`config.mk`:
```
export PLATFORM = sky130hd
export DESIGN_NAME = led_matrix_scan
export DESIGN_NICKNAME = d
export VERILOG_FILES = /design/src/rtl/led_scan_pkg.sv /design/src/rtl/scan_timer.sv /design/src/rtl/led_matrix_scan.sv
export SDC_FILE = /design/constraint.sdc
export NUM_CORES = 1
export LEC_CHECK = 0
export ABC_AREA = 1
export CAP_MARGIN = 20
export CELL_PAD_IN_SITES_DETAIL_PLACEMENT = 0
export CELL_PAD_IN_SITES_GLOBAL_PLACEMENT = 2
export CORE_ASPECT_RATIO = 0.6
export CORE_MARGIN = 1
export CORE_UTILIZATION = 29
export CTS_CLUSTER_DIAMETER = 80
export DETAILED_ROUTE_END_ITERATION = 7
export PLACE_DENSITY = 0.81
export SYNTH_ARGS = -nofsm -noshare
export SYNTH_HDL_FRONTEND = slang
export SYNTH_SLANG_ARGS = --single-unit
```
`constraint.sdc`:
```
create_clock -name CLOCK_50 -period 2 [get_ports CLOCK_50]
set_input_delay 0.2 -clock CLOCK_50 [delete_from_list [all_inputs] [get_ports CLOCK_50]]
set_output_delay 0.2 -clock CLOCK_50 [all_outputs]
set_load 0.01 [all_outputs]
```
`src/rtl/led_scan_pkg.sv`:
```
// Shared types and width helpers for the LED matrix row-scan driver.
package led_scan_pkg;

    typedef enum logic [1:0] {
        IDLE  = 2'd0,
        BLANK = 2'd1,
        DRIVE = 2'd2
    } scan_state_e;

    localparam int DEF_DWELL_CYC = 65536;
    localparam int DEF_BLANK_CYC = 256;

    // Width of the row index; at least one bit.
    function automatic int row_idx_w(input int rows);
        return (rows > 1) ? $clog2(rows) : 1;
    endfunction

    // Interval counter width; holds the longest interval without wrapping.
    function automatic int cnt_w(input int dwell, input int blank);
        int m;
        m = (dwell > blank) ? dwell : blank;
        return (m > 0) ? $clog2(m + 1) : 1;
    endfunction

endpackage

```
`src/rtl/scan_timer.sv`:
```
// Loadable down-counter used to time both BLANK and DRIVE intervals.
// tc is high while the count sits at zero, i.e. on the last cycle of an interval.
module scan_timer #(
    parameter int W = 8
) (
    input  logic         CLOCK_50,
    input  logic         rst,
    input  logic         clr,
    input  logic         load,
    input  logic [W-1:0] load_val,
    output logic [W-1:0] count,
    output logic         tc
);

    // Load wins over counting; the counter parks at zero.
    always_ff @(posedge CLOCK_50 or posedge rst) begin
        if (rst)                count <= '0;
        else if (clr)           count <= '0;
        else if (load)          count <= load_val;
        else if (count != '0)   count <= count - 1'b1;
    end

    assign tc = (count == '0);

endmodule

```
`src/rtl/led_matrix_scan.sv`:
```
// Row-scan driver for an LED dot matrix: blank gap, then one row driven per
// dwell interval, with a per-frame snapshot of the pixel buffer.
// Optional macro LED_SCAN_PWM_EN adds a 4-bit brightness input that gates
// the column data to the first part of each dwell.
module led_matrix_scan
    import led_scan_pkg::*;
#(
    parameter int ROWS           = 5,
    parameter int COLS           = 7,
    parameter int DWELL_CYC      = DEF_DWELL_CYC,
    parameter int BLANK_CYC      = DEF_BLANK_CYC,
    parameter bit ROW_ACTIVE_LOW = 1'b0
) (
    input  logic                         CLOCK_50,
    input  logic                         rst,
    input  logic                         en,
`ifdef LED_SCAN_PWM_EN
    input  logic [3:0]                   brightness,
`endif
    input  logic [ROWS*COLS-1:0]         pixels,
    output logic [ROWS-1:0]              row,
    output logic [COLS-1:0]              column,
    output logic                         frame_start,
    output logic [row_idx_w(ROWS)-1:0]   row_idx
);

    localparam int IW = row_idx_w(ROWS);
    localparam int CW = cnt_w(DWELL_CYC, BLANK_CYC);
    localparam logic [ROWS-1:0] ROW_OFF  = {ROWS{ROW_ACTIVE_LOW}};
    localparam logic [CW-1:0]   DWELL_LD = CW'(DWELL_CYC - 1);
    localparam logic [CW-1:0]   BLANK_LD = CW'((BLANK_CYC > 0) ? BLANK_CYC - 1 : 0);

    scan_state_e            state;
    logic [ROWS*COLS-1:0]   snap;
    logic [CW-1:0]          cnt;
    logic                   tc;
    logic                   t_clr, t_load;
    logic [CW-1:0]          t_val;
    logic                   wrap;
    logic [IW-1:0]          nxt_idx;

    function automatic logic [ROWS-1:0] row_on(input logic [IW-1:0] idx);
        return ROW_OFF ^ (ROWS'(1) << idx);
    endfunction

`ifdef LED_SCAN_PWM_EN
    logic [3:0] br_snap;
    int         on_cyc;

    // Lit portion of the dwell; first drive cycle is always lit.
    always_comb begin
        on_cyc = ((int'(br_snap) + 1) * DWELL_CYC) / 16;
        if (on_cyc < 1) on_cyc = 1;
    end
`else
    logic cnt_unused;
    assign cnt_unused = ^cnt;
`endif

    // Interval timer control: load at every state entry, clear while disabled.
    always_comb begin
        t_clr   = !en;
        t_load  = 1'b0;
        t_val   = DWELL_LD;
        wrap    = (row_idx == IW'(ROWS - 1));
        nxt_idx = wrap ? '0 : row_idx + 1'b1;
        case (state)
            IDLE:  if (en) begin
                       t_load = 1'b1;
                       t_val  = (BLANK_CYC > 0) ? BLANK_LD : DWELL_LD;
                   end
            BLANK: if (tc) t_load = 1'b1;
            DRIVE: if (tc) begin
                       t_load = 1'b1;
                       t_val  = (BLANK_CYC > 0) ? BLANK_LD : DWELL_LD;
                   end
            default: ;
        endcase
    end

    scan_timer #(.W(CW)) u_timer (
        .CLOCK_50 (CLOCK_50),
        .rst      (rst),
        .clr      (t_clr),
        .load     (t_load),
        .load_val (t_val),
        .count    (cnt),
        .tc       (tc)
    );

    // Scan FSM with registered outputs; disable drops straight to IDLE.
    always_ff @(posedge CLOCK_50 or posedge rst) begin
        if (rst) begin
            state       <= IDLE;
            row         <= ROW_OFF;
            column      <= '0;
            frame_start <= 1'b0;
            row_idx     <= '0;
            snap        <= '0;
`ifdef LED_SCAN_PWM_EN
            br_snap     <= '0;
`endif
        end else if (!en) begin
            state       <= IDLE;
            row         <= ROW_OFF;
            column      <= '0;
            frame_start <= 1'b0;
            row_idx     <= '0;
        end else begin
            frame_start <= 1'b0;
            case (state)
                IDLE: begin
                    snap        <= pixels;
`ifdef LED_SCAN_PWM_EN
                    br_snap     <= brightness;
`endif
                    frame_start <= 1'b1;
                    row_idx     <= '0;
                    if (BLANK_CYC > 0) begin
                        state  <= BLANK;
                        row    <= ROW_OFF;
                        column <= '0;
                    end else begin
                        state  <= DRIVE;
                        row    <= row_on('0);
                        column <= pixels[COLS-1:0];
                    end
                end
                BLANK: if (tc) begin
                    state  <= DRIVE;
                    row    <= row_on(row_idx);
                    column <= snap[int'(row_idx)*COLS +: COLS];
                end
                DRIVE: if (tc) begin
                    row_idx <= nxt_idx;
                    if (wrap) begin
                        snap        <= pixels;
`ifdef LED_SCAN_PWM_EN
                        br_snap     <= brightness;
`endif
                        frame_start <= 1'b1;
                    end
                    if (BLANK_CYC > 0) begin
                        state  <= BLANK;
                        row    <= ROW_OFF;
                        column <= '0;
                    end else begin
                        state  <= DRIVE;
                        row    <= row_on(nxt_idx);
                        column <= wrap ? pixels[COLS-1:0]
                                       : snap[int'(nxt_idx)*COLS +: COLS];
                    end
                end
`ifdef LED_SCAN_PWM_EN
                // Next drive cycle index is DWELL_CYC-cnt; blank columns past the lit part.
                else if ((DWELL_CYC - int'(cnt)) >= on_cyc) begin
                    column <= '0;
                end
`endif
                default: state <= IDLE;
            endcase
        end
    end

endmodule

```
Word-level counts from Yosys, hierarchy flattened
Cells that the tools add are included.
{"block": "word_totals", "ff_bits": 70, "input_bits": 38}
{"block": "classes", "n_mux": 31, "eq_ne": 10, "multipliers": 1, "n_shift": 2, "add_sub_neg": 2, "reduce_logical": 9}
{"operator": "$mux 35", "count": 2}
{"operator": "$pmux 35 s2", "count": 1}
{"operator": "$mux 17", "count": 3}
{"operator": "$shiftx 35x7->7", "count": 1}
{"operator": "$pmux 16 s2", "count": 1}
{"operator": "$mux 7", "count": 3}
{"operator": "$pmux 7 s3", "count": 1}
{"operator": "$logic_not 17->1", "count": 1}
{"operator": "$reduce_bool 17->1", "count": 1}
{"operator": "$sub 17x1->17 const B", "count": 1}
{"operator": "$mux 16", "count": 1}
{"operator": "$mux 5", "count": 3}
{"operator": "$pmux 5 s3", "count": 1}
{"operator": "$mux 3", "count": 3}
{"operator": "$mul 3x3->6 const B", "count": 1}
{"operator": "$mux 2", "count": 3}
{"operator": "$ne 3x1->1 const B", "count": 2}
{"operator": "$ne 3x3->1 const B", "count": 2}
{"operator": "$pmux 2 s3", "count": 1}
{"operator": "$pmux 3 s2", "count": 1}
{"operator": "$mux 1", "count": 5}
{"operator": "$shl 1x3->5 const A", "count": 1}
{"operator": "$ne 2x2->1 const B", "count": 2}
{"operator": "$ne 4x1->1 const B", "count": 1}
{"operator": "other kinds (11)", "count": 13}

Depth between registers and ports, before layout
Gate-level depths: netlist (run 1).
{"block": "logic_depth", "ltp_word": 5, "depth_mapped": 13, "mapped_depth_nobuf": 12}

Hierarchy
A second synthesis (run 1) with hierarchy kept.
{"block": "unflattened", "hier_cells": 504, "hier_area_um2": 3804.9}
{"mod": "led_matrix_scan", "area_per_inst_um2": 2616.3, "n_inst": 1, "cells_per_inst": 326}
{"mod": "scan_timer", "area_per_inst_um2": 1188.6, "n_inst": 1, "cells_per_inst": 178}

Least setup slack after synthesis (run 1)
Ideal clock, no wire load.
{"block": "synth_timing", "path_type": "register to register", "from": "register row_idx[0]", "to": "register snap[22]", "path_stages_with_launch": 12, "path_slack_ns": -0.039, "arrival_time_ns": 1.922, "synth_period_minus_slack_ns": 2.039, "t_required_ns": 1.884, "cell_sequence": "dfrtp_1 -> clkinv_1 -> buf_2 -> ha_1 -> nand2_1 -> inv_1 -> nor2_1 -> nor2_1 -> buf_2 -> buf_2 -> nand3_2 -> nand2_1"}
{"block": "synth_between", "elab_chain_cells": 3}
{"item": "start: declaration", "line": "led_matrix_scan.sv:24", "rtl": "output logic [row_idx_w(ROWS)-1:0] row_idx"}
{"item": "start signal: assignment", "line": "led_matrix_scan.sv:135", "rtl": "row_idx <= nxt_idx;"}
{"item": "$eq 3x3->1", "line": "led_matrix_scan.sv:65", "rtl": "wrap = (row_idx == IW'(ROWS - 1));"}
{"item": "$ne 2x2->1 (no line)"}
{"item": "$reduce_and 4->1 (no line)"}
{"item": "end signal: assignment", "line": "led_matrix_scan.sv:113", "rtl": "snap <= pixels;"}
{"item": "end signal: assignment", "line": "led_matrix_scan.sv:137", "rtl": "snap <= pixels;"}
{"item": "end: declaration", "line": "led_matrix_scan.sv:34", "rtl": "logic [ROWS*COLS-1:0] snap;"}
Every way passes these cells.
A chain may end at the register's enable or synchronous reset.

Worst setup path after layout (run 1)
{"block": "layout_timing", "from": "register u_timer.count[0]", "to": "register snap[21]"}
{"block": "layout_between", "elab_chain_cells": 3}
{"item": "start: declaration", "line": "scan_timer.sv:11", "rtl": "output logic [W-1:0] count,"}
{"item": "start signal: assignment", "line": "scan_timer.sv:19", "rtl": "else if (load) count <= load_val;"}
{"item": "start signal: assignment", "line": "scan_timer.sv:20", "rtl": "else if (count != '0) count <= count - 1'b1;"}
{"item": "$logic_not 17->1", "line": "scan_timer.sv:23", "rtl": "assign tc = (count == '0);"}
{"item": "$ne 2x2->1 (no line)"}
{"item": "$reduce_and 4->1 (no line)"}
Every way passes these cells.

==> results of run 1 <==
==> cell usage in the layout (no fill, tap or decap), drive strengths merged <==
cell type / count
a21oi: 14
dfrtp: 70
o21bai: 1
nand3: 58
bufinv: 1
clkdlybuf4s50: 53
xor2: 3
inv: 33
nand3b: 1
o41ai: 1
o21ai: 26
a31oi: 1
nand4: 3
clkinv: 4
clkinvlp: 2
nor2: 62
ha: 11
nor3: 4
buf: 24
clkbuf: 13
a21boi: 1
o31ai: 1
o22ai: 4
xnor2: 3
nand2: 163
==> path summary, 6_finish.rpt <==
kind                                         startpoint               endpoint  slack (ps)  cells after the start
max                        u_timer.count[0]$_DFFE_PP0P_   snap[21]$_DFFE_PP0P_          90                     12
min reg2reg                         snap[9]$_DFFE_PP0P_    snap[9]$_DFFE_PP0P_         470                      2
max in group asynchronous                           rst    snap[7]$_DFFE_PP0P_        1360                      3
min in group CLOCK_50                        pixels[19]   snap[19]$_DFFE_PP0P_         430                      3
max reg2reg                u_timer.count[0]$_DFFE_PP0P_   snap[21]$_DFFE_PP0P_          90                     12
min                                                 rst  column[2]$_DFFE_PP0P_         160                      2
==> registers in the layout, indices dropped and copies added (netlist names) <==
register	flops
snap	35
u_timer.count	17
column	7
row	5
row_idx	3
state	2
frame_start	1
==> power by group through the flow <==
stage	clock network, W	logic (W)	registers [W]
after floorplan	0	0.000762	0.00177
after global placement	0	0.00105	0.00180
after detailed placement	0	0.00106	0.00181
after CTS	0.00164	0.00107	0.00178
after global routing	0.00169	0.00133	0.00181
final	0.00162	0.00118	0.00179
==> metal layers <==
layer | track usage (%) | vias to the layer above | wire length [um]
li1 | - | 1691 | -
met1 | 27.0 | 1558 | 6210
met2 | 20.7 | 71 | 4060
met3 | 3.59 | 5 | 432
met4 | 4.08 | 0 | 79
met5 | 0 | - | 0
==> cell families after synthesis <==
family | share of synthesized area (%)
xor+xnor | 1.39
fa+ha+maj | 3.64
simple gates | 34.2
buf+inv | 6.96
flops | 46.4
compound gates | 7.45
==> cell type report <==
cell class | count | area share (%)
clock buffer | 10 | 4.53
clock inverter | 6 | 1.41
inverter | 34 | 2.55
multi-input combinational | 357 | 36.3
sequential | 70 | 34.7
tap | 165 | 4.09
timing repair buffer | 80 | 16.5
==> per-stage QoR <==
stage,utilization (%),hold WS [ps]
after detailed placement,36.9,455
after global routing,40.8,187
after floorplan,-,328
after CTS,39.5,167
final,40.8,164
after global placement,36.9,451
==> timing repair <==
item	in CTS	in global routing
buffers inserted	0	4
endpoints found under the setup margin	20	56
pin swaps	0	4
resized for setup	2	15
gates cloned	0	4
==> impl_metrics.json, run 1 <==
{
  "timing.final.crit_share_pct": 95.7,
  "fp-row-count": 31,
  "first_pass_iters": 4,
  "drtIter0Drc": 246,
  "globalplace.congestion": 0.788,
  "critical-path-top-delay-family": "simple AND/OR/NAND/NOR gates",
  "yosysSeqAreaShare_pct": 46.4,
  "cts_max_level": 3,
  "finalMaxSlewViolations": 0,
  "antenna_left": 0,
  "multiInputGateArea_um2": 1830,
  "ir_drop_v": 0.000450,
  "switching_share_pct": 32.5,
  "final_cell_count_no_fill": 722,
  "fin_ws_ps": 85.6,
  "p_comb_share_pct": 25.7,
  "power.switching_w": 0.00149,
  "syn_inst": 480,
  "routed_wl_mm": 10.8,
  "syn_nets": 529,
  "p_leak_nw": 2.47,
  "root_buffer": "clkbuf_16",
  "dp.cells": 698,
  "antenna_found_initial": 0,
  "num_antenna_cells": 0,
  "hpwl_mm": 7.58,
  "clock_sinks": 70,
  "seqPwrFrac_pct": 39.0,
  "synth.most_common_cell": "nand2_1",
  "cp-end-kind": "flop",
  "ys.flop_type": "dfrtp_1",
  "critPathKind": "flop to flop",
  "crit_buf_inv": 3,
  "clock_latency_ps": 330,
  "synth.avg_cell_area_um2": 7.87,
  "slew_headroom_pct": 49.7,
  "tightest_slew_ps": 752,
  "layout.nets": 601,
  "drive_above_1_share_pct": 15.3,
  "initial_core_util_pct": 30.5,
  "period_minus_slack_ps": 1910,
  "power.density_nw_per_um2": 906,
  "outcome": "completed",
  "cts_tree": "yes",
  "max_freq_mhz": 522,
  "hold_viol_final": 0,
  "synthToLayoutAreaGrowth_pct": 33.7,
  "crit_chain": "inv_2 -> ha_4 -> inv_2 -> nor2_4 -> nand2_2 -> nor2_4 -> nand2_4 -> a21oi_4 -> nand2_4 -> clkbuf_16 -> nand2_1 -> nand2_1",
  "die-area_um2": 13500,
  "synth_edf_count": 0,
  "core_um2": 12400,
  "ys_ff_latch": 70,
  "ys_warn_count": 0,
  "overflow": 0,
  "max_stage_delay_ps": 390,
  "die_x_um": 149,
  "grt_pass1_vias": 3107,
  "num_io_pins": 54,
  "dp_worst_setup_slack_ps": -134,
  "critPathLaunchType": "flop",
  "required_ps": 2210,
  "drcViolationCount": 0,
  "grt_pass1_wl_mm": 16.9,
  "totalPowerFinal_w": 0.00458,
  "synth_top_area_share_pct": 46.4,
  "via_per_inst": 4.61,
  "fin_tns_setup_ps": 0,
  "yosys.area.top_type": "dfrtp_1",
  "crit_fanout": 11,
  "fin_area_um2": 5050,
  "cts-buffers-inserted": 9,
  "num_vias": 3325,
  "hold_path_class": "input pin to async pin",
  "skew_ps": 5.37,
  "portBuffers": 53,
  "ys_types": 33,
  "grt_start_max_net_pins": 43,
  "synthTopCellsByArea": "dfrtp_1, nand2_1, nand3_1",
  "synthTopCellsByCount": "nand2_1, dfrtp_1, nor2_1",
  "synthesis.area_um2": 3780,
  "critical_path.slowest_cell": "dfrtp_1",
  "regArea_um2": 1750,
  "cap_violations": 0,
  "placed_cell_area_um2": 4570,
  "clock_path_buffers": 2,
  "grt_use_total_pct": 16.4,
  "internal_power_w": 0.00309,
  "wire_per_inst_um": 14.9,
  "pwr-share-clk_pct": 35.3,
  "setup_viol": 0,
  "hold_buffers": 0,
  "async_flop_share_pct": 100,
  "clk_pin_slew_ps": 60,
  "fillCellCount": 1206,
  "arrival_ps": 2130,
  "fp.dieH_um": 90.4
}
Power figures use the tool's default switching activity.
==> run 2, diff against run 1 <==
--- a/config.mk
+++ b/config.mk
@@ -9,8 +9,7 @@
 export CAP_MARGIN = 20
 export CELL_PAD_IN_SITES_DETAIL_PLACEMENT = 0
 export CELL_PAD_IN_SITES_GLOBAL_PLACEMENT = 2
-export CORE_ASPECT_RATIO = 0.6
-export CORE_MARGIN = 1
+export CORE_ASPECT_RATIO = 1.25
 export CORE_UTILIZATION = 29
 export CTS_CLUSTER_DIAMETER = 80
 export DETAILED_ROUTE_END_ITERATION = 7
==> run 2 against run 1 <==
Global-route usage down 0.99 points. Critical path type unchanged. Largest power group unchanged. Critical endpoint is now snap[30]$_DFFE_PP0P_. Sequential power about the same. Total power is 0.56% lower. Final cell count decreased by 1.1%. Final area shrank 2.1%. Worst hold slack better by 94 ps. Wire length down 7.6%. Clock-buffer cell count stayed put. Sequential share of layout area is 0.75 points higher. Clock power is 4% higher. Combinational power shrank 8%.
==> impl_metrics.json, run 2 (synthesis results as in run 1) <==
{
  "num_io_pins": 54,
  "hold_viol_final": 0,
  "outcome": "completed",
  "finalMaxSlewViolations": 0,
  "largestRegisters": "snap (35), u_timer.count (17), column (7)",
  "clock_path_buffers": 2,
  "power.switching_w": 0.00138,
  "crit_fanout": 42,
  "fp-row-count": 46,
  "clock_latency_ps": 330,
  "grt_start_max_net_pins": 71,
  "grt_pass1_vias": 3358,
  "arrival_ps": 2050,
  "tightest_slew_ps": 614,
  "portBuffers": 53,
  "clk_pin_slew_ps": 60,
  "timing.final.crit_share_pct": 92.1,
  "timing.rr.start": "u_timer.count[1]$_DFFE_PP0P_",
  "max_freq_mhz": 543,
  "critPathLaunchType": "flop",
  "fp.dieH_um": 130,
  "layout.nets": 592,
  "drtIter0Drc": 142,
  "core_um2": 12700,
  "internal_power_w": 0.00317,
  "die_x_um": 104,
  "crit_chain": "inv_2 -> ha_1 -> inv_1 -> nor2_2 -> nand2_1 -> nor2_4 -> nand2_4 -> a21oi_4 -> nand2_2 -> buf_12 -> nor2_1 -> a21oi_1",
  "top_register": "snap",
  "dp_worst_setup_slack_ps": -67.9,
  "fin_ws_ps": 158,
  "ir_drop_v": 0.000421,
  "antenna_found_initial": 0,
  "p_leak_nw": 2.42,
  "critical_path.slowest_cell": "dfrtp_1",
  "cts-buffers-inserted": 9,
  "initial_core_util_pct": 29.7,
  "cp-end-kind": "flop",
  "max_stage_delay_ps": 400,
  "wire_per_inst_um": 13.9,
  "critPathKind": "flop to flop",
  "first_pass_iters": 4,
  "drcViolationCount": 0,
  "hpwl_mm": 7.09,
  "via_per_inst": 4.64,
  "hold_path_class": "input pin to async pin",
  "cap_violations": 0,
  "overflow": 0,
  "required_ps": 2210,
  "fillCellCount": 1331,
  "slew_headroom_pct": 58.6,
  "pwr-share-clk_pct": 37.2,
  "hold_buffers": 0,
  "layout_commonest_cell": "nand2_1",
  "r2r-end": "snap[30]$_DFFE_PP0P_",
  "p_comb_share_pct": 23.7,
  "final_cell_count_no_fill": 714,
  "drive_above_1_share_pct": 13.4,
  "rsz0062_at_grt": "yes",
  "grt_use_total_pct": 15.4,
  "routed_wl_mm": 9.95,
  "num_vias": 3312,
  "final_cell_mix": "nand2_1, dfrtp_1, clkdlybuf4s50_1, nor2_1, nand3_1",
  "period_minus_slack_ps": 1840,
  "skew_ps": 8.29,
  "r2r_setup_slack_ps": 160,
  "die-area_um2": 13500,
  "num_antenna_cells": 0,
  "setup_viol": 0,
  "switching_share_pct": 30.4,
  "root_buffer": "clkbuf_16",
  "clock_sinks": 70,
  "globalplace.congestion": 0.801,
  "cts_max_level": 3,
  "synthToLayoutAreaGrowth_pct": 30.9,
  "dp.cells": 697,
  "cts_tree": "yes",
  "ff2ff_path_depth": 12,
  "largest_reg_flops": 35,
  "power.density_nw_per_um2": 920,
  "antenna_left": 0,
  "seqPwrFrac_pct": 39.1,
  "grt_pass1_wl_mm": 16.3
}
[run 2: metal layers]
| layer | vias up | wire [um] | global-route usage [%] |
|---|---|---|---|
| met5 | - | 0 | 0 |
| met4 | 0 | 146 | 5.29 |
| met3 | 9 | 267 | 3.32 |
| li1 | 1664 | - | - |
| met1 | 1587 | 4320 | 17.9 |
| met2 | 52 | 5220 | 28.3 |
[run 2: how the worst max path moves through the flow]
| stage | start | end | slack [ps] | cells past startpoint |
|---|---|---|---|---|
| final | u_timer.count[1]$_DFFE_PP0P_ | snap[30]$_DFFE_PP0P_ | 160 | 12 |
| after global routing | u_timer.count[1]$_DFFE_PP0P_ | snap[29]$_DFFE_PP0P_ | 4 | 12 |
| after CTS | u_timer.count[1]$_DFFE_PP0P_ | snap[31]$_DFFE_PP0P_ | 40 | 12 |
| after detailed placement | state[0]$_DFFE_PP0P_ | column[2]$_DFFE_PP0P_ | -70 | 5 |
| after global placement | state[0]$_DFFE_PP0P_ | column[6]$_DFFE_PP0P_ | -40 | 5 |
| after floorplan | rst | column[0]$_DFFE_PP0P_ | 30 | 1 |
[run 2: stage by stage]
stage	power [W]	hold slack, ps	setup TNS [ps]	util (%)	instance area [um2]
after floorplan	0.00253	328	0	-	3780
after global placement	0.00285	453	-138	35.8	4560
after detailed placement	0.00286	455	-824	35.8	4560
after CTS	0.00458	290	0	38.5	4900
after global routing	0.00482	317	0	38.9	4940
final	0.00455	258	0	38.9	4940
[run 2: area by class of cell]
type / count / area, um2 / area share (%)
timing repair buffer: 70 / 708 / 14.3
sequential: 70 / 1750 / 35.4
clock buffer: 10 / 239 / 4.83
clock inverter: 4 / 72.6 / 1.47
tap: 168 / 210 / 4.25
inverter: 34 / 129 / 2.61
multi-input combinational: 358 / 1830 / 37.1
[run 2: worst max-delay path, delay by kind of cell, from the launching register on]
| family | cells | cell delay (ps) |
|---|---|---|
| and+or+nand+nor | 6 | 600 |
| DFF | 1 | 400 |
| buffers and inverters | 3 | 300 |
| AOI/OAI and AO/OA | 2 | 250 |
| adders and majority gates | 1 | 130 |
[run 2: what timing repair did]
item                       in CTS  in global routing
buffers inserted                2                  0
pin swaps                       2                  1
setup endpoints to repair      22                 58
cloned                          0                  1
gates resized for setup         2                  9
[run 2: power groups by stage]
stage	Sequential [W]	Combinational, W	Clock [W]
2_1_floorplan	0.00177	0.000762	0
3_3_place_gp	0.00180	0.00104	0
3_5_place_dp	0.00181	0.00106	0
4_1_cts	0.00178	0.00107	0.00173
5_1_grt	0.00181	0.00122	0.00179
6_report	0.00178	0.00108	0.00169
